`config.mk`:
```
export PLATFORM = sky130hd
export DESIGN_NAME = fadd_seq_flat
export DESIGN_NICKNAME = d
export VERILOG_FILES = /design/src/rtl/fadd_seq_if.sv /design/src/rtl/fadd_seq.sv /design/src/flat_wrapper.sv
export SDC_FILE = /design/constraint.sdc
export NUM_CORES = 1
export LEC_CHECK = 0
export CAP_MARGIN = 20
export CELL_PAD_IN_SITES_DETAIL_PLACEMENT = 1
export CELL_PAD_IN_SITES_GLOBAL_PLACEMENT = 2
export CORE_UTILIZATION = 28
export DETAILED_ROUTE_END_ITERATION = 6
export HOLD_SLACK_MARGIN = 0.06
export PLACE_DENSITY_LB_ADDON = 0.1
export SYNTH_ARGS = -nofsm -noshare
export SYNTH_HDL_FRONTEND = slang
export SYNTH_SLANG_ARGS = --single-unit
```
`constraint.sdc`:
```
create_clock -name clk -period 5.1 [get_ports clk]
set_clock_uncertainty 0.15 [all_clocks]
set_input_delay 0.51 -clock clk [delete_from_list [all_inputs] [get_ports clk]]
set_output_delay 0.51 -clock clk [all_outputs]
set_load 0.005 [all_outputs]
```
`src/rtl/fadd_seq_if.sv`:
```
// Signal bundle between the MIX execute unit, the fadd_seq sequencer and the fadd adder.
// The slave modport is the sequencer's view. The master modport is the view of its surroundings.
interface fadd_seq_if;
  logic        go;
  logic [1:0]  op;
  logic [30:0] ra;
  logic [30:0] v;
  logic        busy;
  logic        done;
  logic [30:0] result;
  logic        write_a;
  logic        ovf_set;
  logic        cmp_lt;
  logic        cmp_eq;
  logic        cmp_gt;
  logic        err;
  logic        fa_start;
  logic        fa_sub;
  logic [30:0] fa_in1;
  logic [30:0] fa_in2;
  logic [30:0] fa_out;
  logic        fa_stop;
  logic        fa_overflow;

  modport master (
    output go, op, ra, v, fa_out, fa_stop, fa_overflow,
    input  busy, done, result, write_a, ovf_set, cmp_lt, cmp_eq, cmp_gt, err,
           fa_start, fa_sub, fa_in1, fa_in2
  );

  modport slave (
    input  go, op, ra, v, fa_out, fa_stop, fa_overflow,
    output busy, done, result, write_a, ovf_set, cmp_lt, cmp_eq, cmp_gt, err,
           fa_start, fa_sub, fa_in1, fa_in2
  );
endinterface

```
`src/rtl/fadd_seq.sv`:
```
// Sequences one FADD/FSUB/FCMP request through the fadd unit and returns a one-cycle done
// that carries the result, the overflow-toggle request and the comparison flags.
module fadd_seq #(
  parameter int TMO = 8
) (
  input  logic       clk,
  input  logic       rst_n,
  fadd_seq_if.slave  bus
);

  typedef enum logic [1:0] {IDLE, ISSUE, WAIT, DONE} state_t;

  localparam logic [1:0] OP_FADD  = 2'b00;
  localparam logic [1:0] OP_FSUB  = 2'b01;
  localparam logic [1:0] OP_FCMP  = 2'b10;
  localparam logic [1:0] OP_RSV   = 2'b11;
  localparam logic [3:0] TMO_LAST = 4'(TMO - 1);

  state_t      r_state;
  state_t      w_nextState;
  logic [30:0] r_a;
  logic [30:0] r_b;
  logic [1:0]  r_op;
  logic [30:0] r_result;
  logic [3:0]  r_cnt;
  logic        r_ovf;
  logic        r_errPend;
  logic        r_cmpLt;
  logic        r_cmpEq;
  logic        r_cmpGt;
  logic        w_timeout;
  logic        w_zero;
  logic        w_arith;

  // A stop arriving in the last allowed cycle beats the timeout.
  assign w_timeout = (r_state == WAIT) && !bus.fa_stop && (r_cnt == TMO_LAST);
  assign w_zero    = (bus.fa_out[23:0] == 24'd0);
  assign w_arith   = (r_op == OP_FADD) || (r_op == OP_FSUB);

  always_ff @(posedge clk or negedge rst_n) begin
    if (!rst_n) begin
      r_state <= IDLE;
    end else begin
      r_state <= w_nextState;
    end
  end

  always_comb begin
    w_nextState = r_state;
    case (r_state)
      IDLE:    if (bus.go) w_nextState = (bus.op == OP_RSV) ? DONE : ISSUE;
      ISSUE:   w_nextState = WAIT;
      WAIT:    if (bus.fa_stop || w_timeout) w_nextState = DONE;
      DONE:    w_nextState = IDLE;
      default: w_nextState = IDLE;
    endcase
  end

  always_ff @(posedge clk or negedge rst_n) begin
    if (!rst_n) begin
      r_a       <= '0;
      r_b       <= '0;
      r_op      <= OP_FADD;
      r_result  <= '0;
      r_cnt     <= '0;
      r_ovf     <= 1'b0;
      r_errPend <= 1'b0;
      r_cmpLt   <= 1'b0;
      r_cmpEq   <= 1'b0;
      r_cmpGt   <= 1'b0;
    end else begin
      case (r_state)
        IDLE: begin
          if (bus.go) begin
            r_a       <= bus.ra;
            r_b       <= bus.v;
            r_op      <= bus.op;
            r_errPend <= (bus.op == OP_RSV);
            r_ovf     <= 1'b0;
          end
        end
        ISSUE: r_cnt <= '0;
        WAIT: begin
          if (bus.fa_stop) begin
            r_result <= bus.fa_out;
            r_ovf    <= bus.fa_overflow;
            // Exact compare: the sign of the difference decides, overflow does not matter.
            if (r_op == OP_FCMP) begin
              r_cmpEq <= w_zero;
              r_cmpLt <= !w_zero && bus.fa_out[30];
              r_cmpGt <= !w_zero && !bus.fa_out[30];
            end
          end else if (w_timeout) begin
            r_errPend <= 1'b1;
          end else begin
            r_cnt <= r_cnt + 4'd1;
          end
        end
        default: ;
      endcase
    end
  end

  always_comb begin
    bus.busy     = (r_state != IDLE);
    bus.done     = (r_state == DONE);
    bus.err      = (r_state == DONE) && r_errPend;
    bus.write_a  = (r_state == DONE) && !r_errPend && w_arith;
    bus.ovf_set  = (r_state == DONE) && !r_errPend && w_arith && r_ovf;
    bus.fa_start = (r_state == ISSUE);
    bus.fa_sub   = (r_state != IDLE) && ((r_op == OP_FSUB) || (r_op == OP_FCMP));
    bus.fa_in1   = r_a;
    bus.fa_in2   = r_b;
    bus.result   = r_result;
    bus.cmp_lt   = r_cmpLt;
    bus.cmp_eq   = r_cmpEq;
    bus.cmp_gt   = r_cmpGt;
  end

endmodule

```
`src/flat_wrapper.sv`:
```
// flat-port wrapper written by rule: the top's interface ports become plain ports
module fadd_seq_flat 
#(
  parameter int TMO = 8
)
  (clk, rst_n, bus_go, bus_op, bus_ra, bus_v, bus_fa_out, bus_fa_stop, bus_fa_overflow, bus_busy, bus_done, bus_result, bus_write_a, bus_ovf_set, bus_cmp_lt, bus_cmp_eq, bus_cmp_gt, bus_err, bus_fa_start, bus_fa_sub, bus_fa_in1, bus_fa_in2);
  fadd_seq_if bus_i ();
  input  logic clk;
  input  logic rst_n;
  input wire logic [$bits(bus_i.go)-1:0] bus_go;
  input wire logic [$bits(bus_i.op)-1:0] bus_op;
  input wire logic [$bits(bus_i.ra)-1:0] bus_ra;
  input wire logic [$bits(bus_i.v)-1:0] bus_v;
  input wire logic [$bits(bus_i.fa_out)-1:0] bus_fa_out;
  input wire logic [$bits(bus_i.fa_stop)-1:0] bus_fa_stop;
  input wire logic [$bits(bus_i.fa_overflow)-1:0] bus_fa_overflow;
  output wire logic [$bits(bus_i.busy)-1:0] bus_busy;
  output wire logic [$bits(bus_i.done)-1:0] bus_done;
  output wire logic [$bits(bus_i.result)-1:0] bus_result;
  output wire logic [$bits(bus_i.write_a)-1:0] bus_write_a;
  output wire logic [$bits(bus_i.ovf_set)-1:0] bus_ovf_set;
  output wire logic [$bits(bus_i.cmp_lt)-1:0] bus_cmp_lt;
  output wire logic [$bits(bus_i.cmp_eq)-1:0] bus_cmp_eq;
  output wire logic [$bits(bus_i.cmp_gt)-1:0] bus_cmp_gt;
  output wire logic [$bits(bus_i.err)-1:0] bus_err;
  output wire logic [$bits(bus_i.fa_start)-1:0] bus_fa_start;
  output wire logic [$bits(bus_i.fa_sub)-1:0] bus_fa_sub;
  output wire logic [$bits(bus_i.fa_in1)-1:0] bus_fa_in1;
  output wire logic [$bits(bus_i.fa_in2)-1:0] bus_fa_in2;
  assign bus_i.go = bus_go;
  assign bus_i.op = bus_op;
  assign bus_i.ra = bus_ra;
  assign bus_i.v = bus_v;
  assign bus_i.fa_out = bus_fa_out;
  assign bus_i.fa_stop = bus_fa_stop;
  assign bus_i.fa_overflow = bus_fa_overflow;
  assign bus_busy = bus_i.busy;
  assign bus_done = bus_i.done;
  assign bus_result = bus_i.result;
  assign bus_write_a = bus_i.write_a;
  assign bus_ovf_set = bus_i.ovf_set;
  assign bus_cmp_lt = bus_i.cmp_lt;
  assign bus_cmp_eq = bus_i.cmp_eq;
  assign bus_cmp_gt = bus_i.cmp_gt;
  assign bus_err = bus_i.err;
  assign bus_fa_start = bus_i.fa_start;
  assign bus_fa_sub = bus_i.fa_sub;
  assign bus_fa_in1 = bus_i.fa_in1;
  assign bus_fa_in2 = bus_i.fa_in2;
  fadd_seq #(.TMO(TMO)) u_core (.clk(clk), .rst_n(rst_n), .bus(bus_i));
endmodule
```
==> metrics, run 1 <==
status finished, violations left; failing checks design-rule violations; endpoint class of the critical path flop; Area Growth Syn to Fin 58.11%; Pleak 2.833 nW; Ys Warns 0; reg2reg end u_core.bus.fa_in1[19]; vias in the first global route 3425; Die ar. 15740 sq um; worst path required time 5.18 ns; total CTS buffers 9; Post-CTS Resized 0; final net count 594; layout cell share with drive strength beyond 1 23.67%; Clock Tree Root clkbuf_16; total internal power 2.806 mW; sequential power share 38.2%; clock latency on the worst-skew pair 0.34 ns; Mapped Nets 389; initial antenna violation count 0; initial DRC count 114; Worst-path clk slew 0.07 ns; RSZ-0062 raised after global routing false; global route overflow 0; DP HPWL 8.503 mm; Fmax 0.3723 GHz; setup_tns 0 ns; wire per inst 17.01 microns; part of the power in combinational logic 45.0%; via density per instance 4.527; FF-to-FF setup slack 2.41 ns; max-cap viol count 0; pin count of the biggest net entering global routing 67; Max IR drop VDD 235.3 uV; reg-to-reg startpoint u_core.r_state[0]; top post-synthesis cells by area dfrtp_1, mux2_2, ha_1; global-route wire length before repair 18.75 mm; gpl congestion 0.7235; drt first pass iters 7; DRC violations left 8; Max Slew Vio Count 0; Clk pwr share 16.8%; post-synthesis cell type count 32; Slew @ Worst Pin 0.9531 ns; Tmin final 2.686 ns; post-route cell area 6748 sq um; switching power 1.075 mW; Hold-fix buffers, CTS 0; CTS tree done; largest area contributor in the netlist dfrtp_1; Chip Height 125.5 microns; Filler cells 1483; final setup vio count 0; Post-synth ARST share 100.0%; Tot GR Track Use 15.38%; Synth top area share 62.15%; Worst Setup Start Kind flop; EDFF count, synth 0; Worst Setup EP u_core.bus.fa_in1[19]; Synth Instances 281; final antenna-violating net count 0; detailed-route via count 3051; Seq/Total Area, Yosys 62.15%; Starting Density 29.03%; endpoints failing hold 0; Row Count 44; clock sinks 106; Pwr Total 3.881 mW; Worst R2R Path Depth 5; Setup CP Type reg2reg; Synth Flop Type dfrtp_1; Crit. Startpoint u_core.r_state[0]; synthesized area 4268 sq um; CTS H-Tree Depth 3; die width 125.5 microns; worst-path maximum fanout 40; port bufs 202; top-count cell post-synth dfrtp_1; Power Dens Cells 575.2 nW/um^2; Final period util 52.66%; Core Footprint 14700 sq um; Post-CTS Setup Inserts 0; syn avg cell area 15.19 sq um; sw frac 27.69%; worst min path class in2async; Slew headroom 36.23%; Ant. Diodes 0; I/O Pins 203; synth cell count leaders dfrtp_1, mux2_2, ha_1, nand2_1; Min Hold Slack 0.09580 ns; Detailed Route WL 11.47 mm; worst-case clock buffer depth 2; register bit total from synthesis 106; post-placement cell area 6475 sq um; worst endpoint data arrival time 2.77 ns
-- final cells by class --
| type | count | area [sq um] | area share [%] |
|---|---|---|---|
| clock buffer | 13 | 260.3 | 3.857 |
| sequential | 106 | 2653 | 39.31 |
| tap | 184 | 230.2 | 3.412 |
| multi-input combinational | 158 | 1528 | 22.64 |
| clock inverter | 2 | 12.51 | 0.1854 |
| inverter | 6 | 22.52 | 0.3338 |
| timing repair buffer | 205 | 2042 | 30.26 |
-- layer usage --
metal | vias up | wire, microns | global-route usage, %
li1 | 1411 | - | -
met1 | 1528 | 4457 | 17.33
met2 | 100 | 5817 | 26.08
met3 | 12 | 1001 | 5.905
met4 | 0 | 192 | 6.241
met5 | - | 0 | 0
-- metrics by stage --
step	cells	setup WS [ns]	utilization, %
2_1_floorplan	281	3.307	-
3_3_place_gp	659	2.180	44.05
3_5_place_dp	659	2.165	44.05
4_1_cts	674	2.367	45.91
5_1_grt	674	2.191	45.91
6_report	674	2.414	45.91
-- how the worst min path moves through the flow --
| stage | start | end | slack (ns) | cells past startpoint |
|---|---|---|---|---|
| CTS | rst_n | u_core.bus.fa_in1[20] | 0.14 | 1 |
| global placement | u_core.r_cnt[3] | u_core.r_cnt[3] | 0.33 | 1 |
| finish | rst_n | u_core.bus.fa_in1[20] | 0.1 | 1 |
| global route | rst_n | u_core.bus.fa_in1[20] | 0.19 | 1 |
| detailed placement | u_core.bus.fa_in1[20] | u_core.bus.fa_in1[20] | 0.34 | 1 |
| floorplan | rst_n | u_core.bus.cmp_eq | 0.06 | 0 |
-- cell usage in the layout (no fill, tap or decap), drive strengths merged, types with 2 or more instances in the layout --
cell type / instances
clkbuf: 13
a21oi: 4
and3: 4
dfrtp: 106
nand2: 8
clkdlybuf4s50: 201
nor4: 4
and2: 2
mux2: 95
mux2i: 3
a31oi: 2
or4: 3
inv: 6
buf: 4
nand3: 2
nand2b: 2
a22o: 2
ha: 8
nand4: 2
nor2b: 4
-- kinds of logic after synthesis --
family	count (synthesis)	share of synthesized area, %
compound gates	15	2.492
fa+ha+maj	8	2.345
buf+inv	17	2.111
flops	106	62.15
mux	98	25.77
simple gates	37	5.130
-- power groups by stage --
| stage | sequential, mW | combinational (mW) | clock [mW] |
|---|---|---|---|
| after floorplan | 1.51 | 0.667 | 0 |
| after global placement | 1.47 | 1.76 | 0 |
| after detailed placement | 1.50 | 1.77 | 0 |
| after CTS | 1.49 | 1.79 | 0.689 |
| after global routing | 1.55 | 1.89 | 0.711 |
| final | 1.48 | 1.75 | 0.652 |
-- flip-flops by register name, indices dropped and copies added (netlist names) --
register	count
u_core.r_op	2
u_core.bus.fa_in2	31
u_core.bus.cmp_eq	1
u_core.r_cnt	4
u_core.r_ovf	1
u_core.bus.fa_in1	31
u_core.r_state	2
u_core.bus.result	31
u_core.r_errPend	1
u_core.bus.cmp_lt	1
u_core.bus.cmp_gt	1
-- worst max-delay path, stage by stage, from the launching register on --
cell	delay [ns]
dfrtp_1	0.40
inv_1	0.09
ha_1	0.31
nand2_2	0.73
buf_4	0.46
mux2_2	0.38
Note: power is estimated with default switching activity, not from simulation.
==> run 2, diff against run 1 <==
- CORE_UTILIZATION: 28 -> 26
- clock period: 5.1 -> 2.8 ns (I/O delays scaled with it)
==> run 2 against run 1 <==
Net effect:
- the flow now finishes without violations
- worst hold slack gained 0.25 ns
- combinational power up 83%
- cell count grew 5.3%
- worst setup slack worse by 1.9 ns
- final area up 1.5%
- die area rose by 7.6%
- sequential share of layout area is 0.57 points lower
- via count is 0.85% higher
- sequential cell count is the same
- largest power group unchanged
==> metrics, run 2 (synthesized netlist as in run 1, its figures left out) <==
Power Dens Cells 1037 nW/um^2; Pwr Total 7.101 mW; gpl congestion 0.7226; final setup vio count 0; total CTS buffers 9; Post-CTS Setup Inserts 0; wire per inst 16.59 microns; commonest non-fill, non-tap cell in the layout clkdlybuf4s50_1; Fmax 0.4288 GHz; I/O Pins 203; DRC violations left 0; Row Count 46; port bufs 202; Ant. Diodes 0; RSZ-0062 raised after global routing false; Setup CP Type reg2out; Worst Setup Start Kind flop; clock latency on the worst-skew pair 0.34 ns; Worst-path clk slew 0.07 ns; commonest cells after routing, fill and taps aside clkdlybuf4s50_1, dfrtp_1, mux2_2, clkbuf_16, ha_1; worst endpoint data arrival time 1.90 ns; Filler cells 1696; critical path's slowest cell clkdlybuf4s50_1; final net count 597; Post-CTS Resized 0; worst path required time 2.37 ns; Worst R2R Path Depth 5; Chip Height 130.1 microns; Hold-fix buffers, CTS 1; final antenna-violating net count 0; worst-path maximum fanout 3; Die ar. 16930 sq um; Final period util 83.28%; Clock Tree Root clkbuf_16; crit path cell chain inv_1 -> ha_1 -> nor2_1 -> nor3b_1 -> and2_1 -> clkdlybuf4s50_1; Detailed Route WL 11.78 mm; Max IR drop VDD 384.3 uV; vias in the first global route 3470; clock sinks 106; pin count of the biggest net entering global routing 48; global route overflow 0; footprint of the multi-input gates 1528 sq um; Starting Density 26.77%; DP HPWL 8.848 mm; largest stage delay on the critical path 0.49 ns; Slew headroom 56.21%; Tmin final 2.332 ns; Pleak 2.859 nW; Core Footprint 15940 sq um; FF+latch area 2653 sq um; Max Slew Vio Count 0; endpoints failing hold 0; worst min path class in2async; global-route wire length before repair 18.49 mm; initial DRC count 109; initial antenna violation count 0; detailed-route via count 3077; Slew @ Worst Pin 0.6568 ns; setup_tns 0 ns; CTS H-Tree Depth 3; Tot GR Track Use 14.66%; layout cell share with drive strength beyond 1 24.49%; endpoint class of the critical path output port; drt first pass iters 4; via density per instance 4.334; CTS tree done; die width 130.1 microns; worst-case clock buffer depth 2; max-cap viol count 0; status finished clean; Area Growth Syn to Fin 60.42%
[run 2: changes by cell type in the layout (fill, tap and decap cells not counted)]
| cell | change |
|---|---|
| buf_12 | +2 |
| clkbuf_1 | -2 |
| clkinv_4 | +2 |
| clkbuf_8 | -1 |
| clkinv_2 | +1 |
| clkinvlp_4 | +1 |
| dlygate4sd3_1 | +1 |
[run 2: per-stage QoR]
stage | cells | hold WS (ns) | cell area (sq um) | setup WS [ns] | utilization, %
2_1_floorplan | 281 | -0.1656 | 4268 | 1.007 | -
3_3_place_gp | 693 | 0.1979 | 6555 | 0.7744 | 41.12
3_5_place_dp | 693 | 0.1988 | 6555 | 0.7374 | 41.12
4_1_cts | 710 | 0.3584 | 6847 | 0.4377 | 42.94
5_1_grt | 710 | 0.3645 | 6847 | 0.3733 | 42.94
6_report | 710 | 0.3422 | 6847 | 0.4680 | 42.94
[run 2: path summary, 6_finish.rpt]
kind                                  startpoint               endpoint  slack (ns)
max                               u_core.r_op[0]            bus_ovf_set        0.47
min                                        rst_n  u_core.bus.fa_in1[28]        0.34
max reg2reg                    u_core.r_state[0]        u_core.r_cnt[1]        0.78
min reg2reg                u_core.bus.fa_in1[12]  u_core.bus.fa_in1[12]        0.35
max in group asynchronous                  rst_n  u_core.bus.fa_in1[26]        1.44
min in group clk           u_core.bus.fa_in1[12]  u_core.bus.fa_in1[12]        0.35
[run 2: cell type report]
cell class,count,share of cell area [%]
Inverter,6,0.3289
Multi-Input combinational cell,158,22.31
Sequential cell,106,38.74
Tap cell,216,3.947
Clock inverter,6,0.6213
Timing Repair Buffer,208,30.56
Clock buffer,10,3.490
[run 2: power by group]
group	internal, mW	total, mW	switching, mW	leakage, nW
logic	2.18	3.20	1.02	1.46
clock network	0.628	1.20	0.573	0.134
registers	2.30	2.70	0.399	1.26
[run 2: routing by layer]
layer  global-route usage [%]  vias up  share of wire [%]
met5                        0        -                  0
met2                    25.25       99                 52
li1                         -     1413                  -
met1                    15.63     1553                 37
met3                    6.150       12                9.3
met4                    6.566        0                1.6
[run 2: critical path: cells and delay by family, from the launching register on]
family,cells,cell delay (ns)
buf+inv,2,0.58
simple gates,3,0.42
fa+ha+maj,1,0.15
flops,1,0.40
